**src/rtl/integer_unit_pkg.sv**
```systemverilog
// Shared integer-unit types: BMU writeback packet and ROB tag.
package integer_unit_pkg;

  localparam int BMU_DATA_WIDTH = 32;
  localparam int BMU_TAG_WIDTH  = 6;
  localparam int REG_ADDR_WIDTH = 5;

  typedef logic [BMU_TAG_WIDTH-1:0] rob_tag_t;

  typedef struct packed {
    logic [BMU_DATA_WIDTH-1:0] result;
    rob_tag_t                  tag;
    logic [REG_ADDR_WIDTH-1:0] dest;
  } bmu_wb_packet_t;

endpackage

```
**src/rtl/result_fifo.sv**
```systemverilog
// Generic synchronous FIFO with flush, occupancy counter and a head view of
// the oldest entry; pointers wrap naturally, occupancy is tracked separately.
module result_fifo
  import integer_unit_pkg::*;
#(
  parameter type entry_t = bmu_wb_packet_t,
  parameter int  DEPTH   = 4,
  localparam int PW      = $clog2(DEPTH),
  localparam int CW      = PW + 1
) (
  input  logic          clk_i,
  input  logic          rst_n_i,
  input  logic          flush_i,
  input  logic          push_i,
  input  entry_t        push_data_i,
  input  logic          pop_i,
  output entry_t        head_o,
  output logic [CW-1:0] occupancy_o
);

  entry_t          mem [DEPTH];
  logic [PW-1:0]   wr_ptr_reg;
  logic [PW-1:0]   rd_ptr_reg;
  logic [CW-1:0]   occ_reg;
  logic            do_push;
  logic            do_pop;

  assign do_push = push_i & ~flush_i;
  assign do_pop  = pop_i & (occ_reg != '0) & ~flush_i;

  always_ff @(posedge clk_i or negedge rst_n_i) begin
    if (!rst_n_i) begin
      wr_ptr_reg <= '0;
      rd_ptr_reg <= '0;
      occ_reg    <= '0;
    end else if (flush_i) begin
      wr_ptr_reg <= '0;
      rd_ptr_reg <= '0;
      occ_reg    <= '0;
    end else begin
      if (do_push) wr_ptr_reg <= wr_ptr_reg + PW'(1);
      if (do_pop)  rd_ptr_reg <= rd_ptr_reg + PW'(1);
      case ({do_push, do_pop})
        2'b10:   occ_reg <= occ_reg + CW'(1);
        2'b01:   occ_reg <= occ_reg - CW'(1);
        default: occ_reg <= occ_reg;
      endcase
    end
  end

  // Storage needs no reset: contents are ignored while the slot is unoccupied.
  always_ff @(posedge clk_i) begin
    if (do_push) mem[wr_ptr_reg] <= push_data_i;
  end

  assign head_o      = mem[rd_ptr_reg];
  assign occupancy_o = occ_reg;

endmodule

```
**src/rtl/bmu_result_buffer.sv**
```systemverilog
// Pairs 1-cycle BMU results with issue tag/dest and queues them for writeback.
// Optional same-cycle bypass when empty: define BMU_RESULT_BYPASS_EN.
module bmu_result_buffer
  import integer_unit_pkg::*;
#(
  parameter int DATA_WIDTH = 32,
  parameter int TAG_WIDTH  = 6,
  parameter int DEPTH      = 4
) (
  input  logic                     clk_i,
  input  logic                     rst_n_i,
  input  logic                     flush_i,
  input  logic                     issue_valid_i,
  output logic                     issue_ready_o,
  input  logic [TAG_WIDTH-1:0]     issue_tag_i,
  input  logic [4:0]               issue_dest_i,
  input  logic [DATA_WIDTH-1:0]    bmu_result_i,
  input  logic                     bmu_valid_i,
  output logic                     wb_valid_o,
  input  logic                     wb_ready_i,
  output logic [DATA_WIDTH-1:0]    wb_result_o,
  output logic [TAG_WIDTH-1:0]     wb_tag_o,
  output logic [4:0]               wb_dest_o,
  output logic [$clog2(DEPTH):0]   occupancy_o,
  output logic                     protocol_error_o
);

  localparam int CW = $clog2(DEPTH) + 1;

  typedef struct packed {
    logic [DATA_WIDTH-1:0]     result;
    logic [TAG_WIDTH-1:0]      tag;
    logic [REG_ADDR_WIDTH-1:0] dest;
  } packet_t;

  logic                 inflight_valid_reg;
  logic [TAG_WIDTH-1:0] inflight_tag_reg;
  logic [4:0]           inflight_dest_reg;
  logic                 protocol_error_reg;

  logic                 issue_accept;
  logic                 push_req;
  logic                 fifo_push;
  logic                 fifo_pop;
  logic                 fifo_empty;
  logic [CW-1:0]        fifo_occ;
  logic [CW:0]          committed;
  packet_t              incoming;
  packet_t              head;
  packet_t              wb_pkt;

  // Credit counts the in-flight slot, so every BMU result has a home.
  assign committed     = {1'b0, fifo_occ} + (CW+1)'(inflight_valid_reg);
  assign issue_ready_o = ~flush_i & (committed < (CW+1)'(DEPTH));
  assign issue_accept  = issue_valid_i & issue_ready_o;

  assign push_req   = bmu_valid_i & inflight_valid_reg & ~flush_i;
  assign incoming   = '{result: bmu_result_i, tag: inflight_tag_reg, dest: inflight_dest_reg};
  assign fifo_empty = (fifo_occ == '0);

`ifdef BMU_RESULT_BYPASS_EN
  // Empty FIFO: show the incoming result now and skip the write if taken.
  assign wb_valid_o = ~fifo_empty | push_req;
  assign wb_pkt     = fifo_empty ? incoming : head;
  assign fifo_push  = push_req & ~(fifo_empty & wb_ready_i);
  assign fifo_pop   = ~fifo_empty & wb_ready_i;
`else
  assign wb_valid_o = ~fifo_empty;
  assign wb_pkt     = head;
  assign fifo_push  = push_req;
  assign fifo_pop   = wb_valid_o & wb_ready_i;
`endif

  assign wb_result_o      = wb_pkt.result;
  assign wb_tag_o         = wb_pkt.tag;
  assign wb_dest_o        = wb_pkt.dest;
  assign occupancy_o      = fifo_occ;
  assign protocol_error_o = protocol_error_reg;

  always_ff @(posedge clk_i or negedge rst_n_i) begin
    if (!rst_n_i) begin
      inflight_valid_reg <= 1'b0;
      inflight_tag_reg   <= '0;
      inflight_dest_reg  <= '0;
      protocol_error_reg <= 1'b0;
    end else begin
      // issue_ready_o is low during flush, so acceptance already excludes it.
      inflight_valid_reg <= issue_accept;
      if (issue_accept) begin
        inflight_tag_reg  <= issue_tag_i;
        inflight_dest_reg <= issue_dest_i;
      end
      if (bmu_valid_i & ~inflight_valid_reg) protocol_error_reg <= 1'b1;
    end
  end

  result_fifo #(
    .entry_t (packet_t),
    .DEPTH   (DEPTH)
  ) u_result_fifo (
    .clk_i       (clk_i),
    .rst_n_i     (rst_n_i),
    .flush_i     (flush_i),
    .push_i      (fifo_push),
    .push_data_i (incoming),
    .pop_i       (fifo_pop),
    .head_o      (head),
    .occupancy_o (fifo_occ)
  );

endmodule

```
**config.mk**
```make
export PLATFORM = sky130hd
export DESIGN_NAME = bmu_result_buffer
export DESIGN_NICKNAME = d
export VERILOG_FILES = /design/src/rtl/integer_unit_pkg.sv /design/src/rtl/result_fifo.sv /design/src/rtl/bmu_result_buffer.sv
export SDC_FILE = /design/constraint.sdc
export NUM_CORES = 1
export LEC_CHECK = 0
export BUFFER_PORTS_ARGS = -buffer_cell sky130_fd_sc_hd__buf_2
export CORE_MARGIN = 10
export CORE_UTILIZATION = 40
export CTS_CLUSTER_DIAMETER = 50
export DETAILED_ROUTE_END_ITERATION = 7
export GPL_TIMING_DRIVEN = 0
export PLACE_DENSITY = 0.66
export SETUP_SLACK_MARGIN = 0.5
export SLEW_MARGIN = 20
export SYNTH_ARGS = -nofsm -noshare
export SYNTH_HDL_FRONTEND = slang
export SYNTH_SLANG_ARGS = --single-unit
```
**constraint.sdc**
```tcl
create_clock -name clk_i -period 5.8 [get_ports clk_i]
set_clock_uncertainty 0.15 [all_clocks]
set_input_delay 0 -clock clk_i [delete_from_list [all_inputs] [get_ports clk_i]]
set_output_delay 0 -clock clk_i [all_outputs]
set_load 0.02 [all_outputs]
```
==> impl_metrics.py <==
metrics = {
    "power_and_ir_drop": {
        "power_density_nw_per_um2": 367,
        "power_frac_clock_pct": 34.2,
        "switching_power_uw": 856,
        "internal-power_uw": 2590,
        "seqPwrFrac_pct": 46.9,
        "p_leak_uw": 0.00336,
        "p_total_uw": 3450,
        "p_sw_share_pct": 24.8,
        "vdd_drop_max_v": 0.000215,
        "p_comb_share_pct": 18.9,
    },
    "critical_path": {
        "cp.required_ns": 5.78,
        "crit_chain": "nand2_1 -> clkbuf_1 -> nor3b_2 -> buf_4 -> buf_4",
        "cpPeakStageDelay_ns": 0.74,
        "crit_path_top_delay_cell": "nor3b_2",
        "crit_family": "simple AND/OR/NAND/NOR gates",
        "critical_path_class": "reg -> reg",
        "cp_max_fo": 10,
        "worstPathArrival_ns": 2.56,
        "crit_top_cell": "buf_4",
        "crit_buf_inv": 3,
        "start_kind": "register",
        "endpoint_kind": "register",
    },
    "floorplanning": {
        "core_region_area_um2": 17800,
        "die_h_um": 154,
        "fp.dieW_um": 154,
        "row_count": 49,
        "floorplan.die_area_um2": 23800,
        "pin_count": 98,
        "initial_utilization_pct": 40.5,
    },
    "clock_network": {
        "path_clk_slew_ns": 0.07,
        "postCtsSetupBuffers": 0,
        "cts_buffers": 17,
        "cts_root_buf": "clkbuf_16",
        "cts_max_level": 4,
        "clock_sinks": 192,
        "ctsHoldBuffers": 60,
        "ctsResizeCount": 0,
        "clk_latency_ns": 0.43,
        "cts_tree": "done",
        "ctsLongestPathBuffers": 2,
    },
    "sta": {
        "tightest_slew_ns": 0.803,
        "max_slew_margin_pct": 46.2,
        "post-route-min-period_ns": 2.58,
        "hold_viol_final": 0,
        "slew_viol_final": 0,
        "rsz0062_at_grt": "false",
        "post-route-period-util_pct": 44.5,
        "clock.fmax_mhz": 388,
        "fin_ws_ns": 3.22,
        "setup_violations": 0,
        "setup_tns_ns": 0,
    },
    "routing": {
        "routed_via_density": 4.90,
        "wl_per_cell_um": 19.3,
        "vias": 3657,
        "drc": 0,
        "drt_first_pass_iters": 4,
        "wl_um": 14400,
        "ant_nets": 0,
        "drtIter0Drc": 165,
    },
    "synthesis": {
        "ys_types": 36,
        "syn-num-nets": 358,
        "yosysWarnings": 0,
        "synth_area_um2": 7220,
        "synthXorXnorAreaFrac_pct": 0.693,
        "syn_avg_cell_area_um2": 23.7,
        "syn_inst": 304,
        "synth_compound_area_share_pct": 1.33,
        "yosysSeqAreaShare_pct": 78.5,
        "synth-simple-area-share_pct": 1.49,
        "synth_top_family_by_area": "multiplexers",
        "synth_seq_cells": 192,
        "synth_fa_ha_area_share_pct": 0.971,
        "synth.mux.area_fraction_pct": 15.7,
    },
    "placed_design": {
        "place_area_um2": 8200,
        "dp_hpwl_um": 9580,
        "place.gp.congestion": 0.716,
        "pre_cts_slack_ns": 3.13,
        "port_buffers": 97,
        "post-place-cells": 653,
    },
    "finish": {
        "largest_reg_flops": 172,
        "layout-drive-gt1-share_pct": 42.8,
        "areaGrowthSynthToFinish_pct": 30.2,
        "n_fill_cell": 1425,
        "fin_area_um2": 9400,
        "final_net_count": 557,
        "finalNonFillerCells": 746,
    },
    "global_routing": {
        "track_usage_pct": 12.5,
        "grt_pass1_wl_um": 22800,
        "antenna_found_initial": 1,
        "first_global_vias": 4034,
        "grt_max_degree": 21,
        "gr-total-overflow": 0,
    },
    "run_status": {
        "outcome": "complete, no violations",
    },
    "worst_hold_path": {
        "hp-class": "in -> async",
    },
    "job": {
        "cap_viol_max_count": 0,
    },
}
## stage by stage
step / util, % / hold WS, ns
floorplan: - / -0.446
global placement: 44.8 / -0.152
detailed placement: 46.0 / -0.147
CTS: 52.7 / 0.150
global route: 52.7 / 0.0459
finish: 52.7 / 0.0190
## worst paths after layout
| path | from | endpoint | slack, ns | cells after the start |
|---|---|---|---|---|
| max in group asynchronous | rst_n_i | u_result_fifo.rd_ptr_reg[1] | 5.13 | 3 |
| hold / removal | rst_n_i | u_result_fifo.occupancy_o[0] | 0.02 | 3 |
| setup reg to reg | inflight_valid_reg | u_result_fifo.mem[1][40] | 3.22 | 5 |
| min in group clk_i | bmu_result_i[8] | u_result_fifo.mem[3][19] | 0.16 | 2 |
| hold reg to reg | protocol_error_o | protocol_error_o | 0.31 | 1 |
| setup / recovery | inflight_valid_reg | u_result_fifo.mem[1][40] | 3.22 | 5 |
## synth_stat cells
library cell	count	area [µm²]
nand2_2	1	6.26
nand2_1	2	7.51
inv_1	5	18.8
o311ai_0	1	8.76
a311oi_2	1	15.0
o21ai_0	1	5.00
xnor2_1	1	8.76
and2b_1	1	7.51
mux2_4	9	135
o31ai_2	1	12.5
a311oi_1	1	8.76
fa_1	1	20.0
xor3_1	1	23.8
xor2_1	2	17.5
mux2_2	2	22.5
clkbuf_1	2	7.51
nor2b_1	1	6.26
nand3_1	3	15.0
a21o_1	1	7.51
o221a_2	1	11.3
dfrtp_1	20	500
a21oi_1	2	10.0
buf_1	3	11.3
nor2_1	4	15.0
edfxtp_1	172	5160
ha_1	4	50.1
nor3b_1	5	37.5
mux2i_1	1	10.0
a41oi_1	1	8.76
mux4_2	43	968
nand2b_1	1	6.26
buf_2	3	15.0
buf_6	1	11.3
a221oi_1	1	8.76
or3_1	1	6.26
buf_4	4	30.0
## tightest hold or removal path: stages
cell	delay [ns]
dlygate4sd3_1	0.52
buf_2	0.10
buf_2	0.43
## cell type report
class / instances / area, µm² / share of cell area, %
flip-flops and latches: 192 / 5670 / 60.3
multi-input cells: 94 / 1480 / 15.7
repair buffers: 180 / 1270 / 13.5
clock buffers: 20 / 447 / 4.75
well taps: 229 / 287 / 3.05
clock inverters: 12 / 158 / 1.68
plain buffers: 13 / 75.1 / 0.799
inverters: 5 / 18.8 / 0.200
diodes: 1 / 2.50 / 0.0266
## cells by family (layout without fill, tap and decap cells)
group                      count (synthesis)  count (layout)
and+or+nand+nor                           19              19
xor gates and xnor gates                   4               4
buffers and inverters                     18             230
adders and majority gates                  5               5
muxes                                     55              55
other                                      0               1
AOI/OAI and AO/OA                         11              11
DFF                                      192             192
## metal layers
metal | GRT usage [%] | wire length (µm) | vias up
met5 | 0 | 0 | -
li1 | - | - | 1668
met1 | 15.6 | 6290 | 1882
met3 | 4.22 | 743 | 16
met2 | 19.9 | 7140 | 91
met4 | 4.27 | 199 | 0
## placed cells by master (no fill, tap or decap), drive strengths merged, types with 5 or more instances in the layout
| master | instances |
|---|---|
| dfrtp | 20 |
| mux4 | 43 |
| clkbuf | 22 |
| edfxtp | 172 |
| nor3b | 5 |
| dlygate4sd3 | 59 |
| mux2 | 11 |
| buf | 132 |
| inv | 8 |
## power by group through the flow
| stage | registers [µW] | clock network [µW] | logic [µW] |
|---|---|---|---|
| after global placement | 1640 | 0 | 603 |
| after floorplan | 1640 | 0 | 424 |
| after CTS | 1610 | 1210 | 672 |
| final | 1620 | 1180 | 652 |
| after detailed placement | 1640 | 0 | 613 |
| after global routing | 1620 | 1280 | 710 |
(Power assumes the default switching activity.)
